--- src/rtl/cpu_timing_sequencer.sv ---
// 6502 timing front end: two-phase qualifiers, one-hot T-state, IR/prevOP and RESET/NMI/IRQ entry.
// Latency: DB_in sampled at the Tone cycle end shows on OP at Ttwo/phi1; RDY=0 freezes sequencing, phases run on.
module cpu_timing_sequencer #(
  parameter logic [7:0] RESET_OP = 8'h00,
  parameter logic [7:0] IDLE_OP  = 8'hEA
) (
  input  logic       clk,
  input  logic       rst_n,
  input  logic [7:0] DB_in,
  input  logic       tLast,
  input  logic       RDY,
  input  logic       NMI_n,
  input  logic       IRQ_n,
  input  logic       statusI,
  output logic       phi1,
  output logic       phi2,
  output logic [6:0] T,
  output logic [7:0] OP,
  output logic [7:0] prevOP,
  output logic [2:0] activeInt,
  output logic       SYNC
);

  localparam logic [6:0] TONE   = 7'b0000001;
  localparam logic [6:0] TTWO   = 7'b0000010;
  localparam logic [6:0] TSEVEN = 7'b1000000;

  localparam logic [2:0] INT_RESET = 3'b100;
  localparam logic [2:0] INT_NMI   = 3'b010;
  localparam logic [2:0] INT_IRQ   = 3'b001;
  localparam logic [2:0] INT_NONE  = 3'b000;

  logic nmiSync;
  logic nmiPend;
  logic cycleEnd;
  logic nmiFall;
  logic irqPend;
  logic closeInstr;

  // The edge that ends a phi2 phase is the only one that moves the sequencer.
  assign cycleEnd   = phi2;
  assign nmiFall    = nmiSync & ~NMI_n;
  assign irqPend    = ~IRQ_n & ~statusI;
  assign closeInstr = cycleEnd & RDY & tLast & (T != TONE);

  always_ff @(posedge clk) begin
    if (!rst_n) begin
      phi1      <= 1'b1;
      phi2      <= 1'b0;
      T         <= TONE;
      SYNC      <= 1'b1;
      OP        <= RESET_OP;
      prevOP    <= IDLE_OP;
      activeInt <= INT_RESET;
      nmiSync   <= 1'b1;
      nmiPend   <= 1'b0;
    end else begin
      phi1    <= ~phi1;
      phi2    <= ~phi2;
      nmiSync <= NMI_n;

      // A fresh falling edge wins over consumption so back-to-back NMIs are never dropped.
      if (nmiFall)
        nmiPend <= 1'b1;
      else if (closeInstr && nmiPend)
        nmiPend <= 1'b0;

      if (cycleEnd && RDY) begin
        if (T == TONE) begin
          prevOP <= OP;
          OP     <= (activeInt != INT_NONE) ? RESET_OP : DB_in;
          T      <= TTWO;
          SYNC   <= 1'b0;
        end else if (tLast) begin
          T    <= TONE;
          SYNC <= 1'b1;
          if (nmiPend)
            activeInt <= INT_NMI;
          else if (irqPend)
            activeInt <= INT_IRQ;
          else
            activeInt <= INT_NONE;
        end else if (T == TSEVEN) begin
          T    <= TONE;
          SYNC <= 1'b1;
        end else begin
          T    <= T << 1;
          SYNC <= 1'b0;
        end
      end
    end
  end

endmodule
--- config.mk ---
export PLATFORM = sky130hd
export DESIGN_NAME = cpu_timing_sequencer
export DESIGN_NICKNAME = d
export VERILOG_FILES = /design/src/rtl/cpu_timing_sequencer.sv
export SDC_FILE = /design/constraint.sdc
export NUM_CORES = 1
export LEC_CHECK = 0
export BUFFER_PORTS_ARGS = -buffer_cell sky130_fd_sc_hd__buf_2
export CAP_MARGIN = 0
export CORE_UTILIZATION = 51
export CTS_CLUSTER_SIZE = 28
export DETAILED_ROUTE_END_ITERATION = 8
export GPL_ROUTABILITY_DRIVEN = 0
export PLACE_DENSITY_LB_ADDON = 0.08
export SYNTH_ARGS = -nofsm -noshare
export SYNTH_HDL_FRONTEND = slang
export SYNTH_SLANG_ARGS = --single-unit
--- constraint.sdc ---
create_clock -name clk -period 2.7 [get_ports clk]
set_clock_uncertainty 0.2 [all_clocks]
set_input_delay 0.27 -clock clk [delete_from_list [all_inputs] [get_ports clk]]
set_output_delay 0.27 -clock clk [all_outputs]
set_load 0.005 [all_outputs]
# == After elaboration in Yosys (flattened, before gate mapping) ==
# Cells that the tools add are included.
# totals
wordCells,40
ff_bits,31
latchBits,0
ram_bits,0
mem_count,0
romBits,0
# op_classes
multipliers,0
addsub,0
bitwise_logic,11
n_shift,0
div_mod_pow,0
muxes,11
n_lt_le_gt_ge,0
reduce_logical,6
eq_ne,3
# ops
op,count
$mux W7,3
$mux W8,1
$eq A7 B1 Y1 const B,1
$eq A7 B7 Y1 const B,1
$ne A7 B1 Y1 const B,1
$mux W1,6
$not A1 Y1,6
$and A1 B1 Y1,5
$reduce_and A3 Y1,1
$reduce_bool A3 Y1,1
$logic_and A1 B1 Y1,2
$mux W2,1
$reduce_and A2 Y1,1
$reduce_bool A2 Y1,1

# == Longest topological paths before layout ==
# logic_depth
depth_word,6
ltp_mapped,4

# == Worst setup path before layout ==
# OpenSTA, ideal clock, no wires.
# synth_timing
path_type,register to register
start,register T[1]
end,register prevOP[1]
setup_ns,0.120
path_buffers,0
path_stages_with_launch,4
slack_ns,1.162
arrival_ns,1.218
cell_sequence,dfxtp_1 -> nor4b_4 -> nand3_4 -> a211o_1
# synth_via
elab_chain_len,2
# synth_lines
element,line_no,text
start: declaration,17,"output logic [6:0] T,"
start signal: assignment,87,T <= T << 1;
$eq A7 B1 Y1,69,if (T == TONE) begin
$reduce_and A2 Y1 (no source line),--,
end signal: assignment,53,prevOP <= IDLE_OP;
end signal: assignment,70,prevOP <= OP;
end: declaration,19,"output logic [7:0] prevOP,"
# No other way between the ends.
# A chain may end at the register's enable or synchronous reset.

# == Final worst setup path ==
# layout_timing
start,register T[1]
end,register prevOP[6]
# Same word-level chain as after synthesis.

==> results.md <==
* Status: finished clean
* Synth cell types at 28
* First-pass GRT wire length at 4.34 mm
* Sequential share of power at 0.563
* Setup_tns at 0 ns
* Core area at 0.00223 sq mm
* Endpoints failing hold at 0
* Most frequent cells in the layout: buf_2 (43), dfxtp_1 (30), nand2_1 (29)
* Layout cell share with drive strength beyond 1 at 0.309
* Nets at 192
* VDD IR max at between 400 and 500 uV
* Mapped cell area at 0.00122 sq mm
* First-pass DRT Iterations at 4
* H-tree levels at 2
* Fraction of the yosys area taken by sequential cells at 0.492
* Int Pwr at 627 uW
* Cells after DPL at around 190
* Leading cell type in the layout, fill and taps excluded: buf_2
* I/O Pins at 44
* Post-route DRC at 0
* Post-Syn Instances at 122
* Main synth FF type: dfxtp_1
* Post-route insts no fill at 206
* Port Buf Inserts at 43
* Worst-path clk slew at ~0.090 ns
* Fillcell total at 178
* Initial antenna violation count at 0
* Yosys warns at 0
* Synth area leader: dfxtp_1
* Post-DRT Antenna Nets at 0
* Initial drt markers at 29
* Routed wire length at 2.73 mm
* Clock Power Share at 0.334
* TritonCTS Buffers at 5
* Routed wl met3 at roughly 160 um
* Final setup viols at 0
* Max Slew Vio Count at 0
* Switching power at 199 uW
* Max Buffers Root-to-Sink at 2
* N_diodes at 0
* CTS root buf: clkbuf_4
* PwrDens at 514 mW/mm^2
* Yosys top cell area share at 0.492
* Die X at around 50 um
* Post-synth EDFFs at 0
* Vias in the first global route at 938
* Top cells by area, synth: dfxtp_1 (49%), mux2i_1 (11%), nand2_1 (8.9%)
* Max layer used: met4
* Post-CTS resize count at 0
* Fmax at 541 MHz
* Die ar. at 0.00259 sq mm
* Clock Latency Late Sink at 0.33 ns
* WP data arrival at 1.88 ns
* Fin area at 0.00161 sq mm
* Synthesis-stage register bit count at 30
* GRT overflow at 0
* Wire per inst at 13.3 um
* Worst-margin pin slew at about 0.77 ns
* Chip Height at 50.9 um
* Setup Buffers After CTS at 0
* Final Util at 0.719
* Wl on met1 at around 1.2 mm
* Pleak at slightly below 0.8 nW
* Async S/R FF share, synth at 0
* WL met2 at 1.31 mm
* Fin crit share at 0.685
* Largest net degree at the start of global routing at 23
* Vias per Instance at 5.26
* Combinational power share at 0.103
* Post-Syn Nets at ~140
* Via count at 1084
* Final Critical Period at 1.85 ns
* Area Overhead vs Synth at 31.7%
* Relative slew margins at 0.485
* Crit Path Category: flop to flop
* RSZ-0062 raised after global routing: false
* Kind of end point of the critical path: flop
* Avg Cell Area, Syn at 10.0 sq um
* Setup crit start kind: flop
* Max-cap violations at 0
* Worst hold path class: primary input to flop
* CTS Hold Bufs at 10
* Global-route usage over all layers at 0.236
* CTS tree: yes
* Worst-path fanout max at 16
* DP HPWL at 1.85 mm
* CTS sink cnt at 30
* Placement Cell Area at about 0.0014 sq mm
* Switch share at 0.241
* CP Data Required Time at 2.73 ns
* Initial Utilization at 0.546
* Row Count at 17
per-layer routing:
metal,up-vias,global-route usage
met5,-,0
met4,0,0.0833
met1,498,0.277
met3,2,0.107
met2,37,0.377
li1,547,-
power groups by stage:
stage	clock (mW)	combinational, mW	sequential (mW)
floorplan	0	0.0461	0.475
global placement	0	0.0709	0.474
detailed placement	0	0.0730	0.475
CTS	0.280	0.0842	0.465
global route	0.305	0.0929	0.467
finish	0.276	0.0853	0.465
Yosys cell counts (2+ instances only):
cell type   n
and4_1      5
inv_1       4
a211o_1     5
nand2_1    29
or4_1       2
mux2i_1    13
nand2b_1    2
nand3b_1    5
clkbuf_1    4
dfxtp_1    30
a21oi_1     6
cells by family (layout without fill, tap and decap cells):
logic type	count (synthesis)	after routing	share of synthesized area
DFF	30	30	0.492
buffers and inverters	10	66	0.0400
AOI/OAI and AO/OA	17	17	0.106
and+or+nand+nor	52	52	0.255
muxes	13	13	0.107
final timing paths:
| kind | to | start | depth (start not counted) | slack [ns] |
|---|---|---|---|---|
| max reg2reg | prevOP[6]$_SDFFE_PN1P_ | T[1]$_SDFFE_PN0N_ | 3 | 0.85 |
| max | prevOP[6]$_SDFFE_PN1P_ | T[1]$_SDFFE_PN0N_ | 3 | 0.85 |
| min reg2reg | phi1$_SDFF_PN1_ | phi1$_SDFF_PN1_ | 1 | 0.19 |
| min | SYNC$_SDFFE_PN1N_ | tLast | 3 | 0.08 |
worst max-delay path, stage by stage (launching register included):
cell and delay [ns]:
dfxtp_1 0.38, nor4b_4 0.49, nand3_4 0.29, a211o_1 0.38
through the flow:
stage / setup WS, ns / hold WS (ns) / power (mW)
floorplan: 1.16 / 0.174 / 0.521
global route: 0.772 / 0.0933 / 0.864
finish: 0.851 / 0.0773 / 0.826
global placement: 0.888 / 0.163 / 0.545
CTS: 0.865 / 0.00146 / 0.829
detailed placement: 0.821 / 0.167 / 0.548
state kept, by name, indices dropped and copies added (netlist names):
register / flops
prevOP: 8
SYNC: 1
nmiSync: 1
T: 6
phi1: 1
OP: 8
nmiPend: 1
activeInt: 3
phi2: 1
cell type report:
cell class              instances  area [sq um]  share of cell area
flip-flops and latches         30           601               0.374
inverters                       4          15.0             0.00935
repair buffers                 54           325               0.202
clock inverters                 1          5.00             0.00312
multi-input cells              82           571               0.355
well taps                      28          35.0              0.0218
clock buffers                   7          55.1              0.0343
Note: power is estimated with default switching activity, not from simulation.
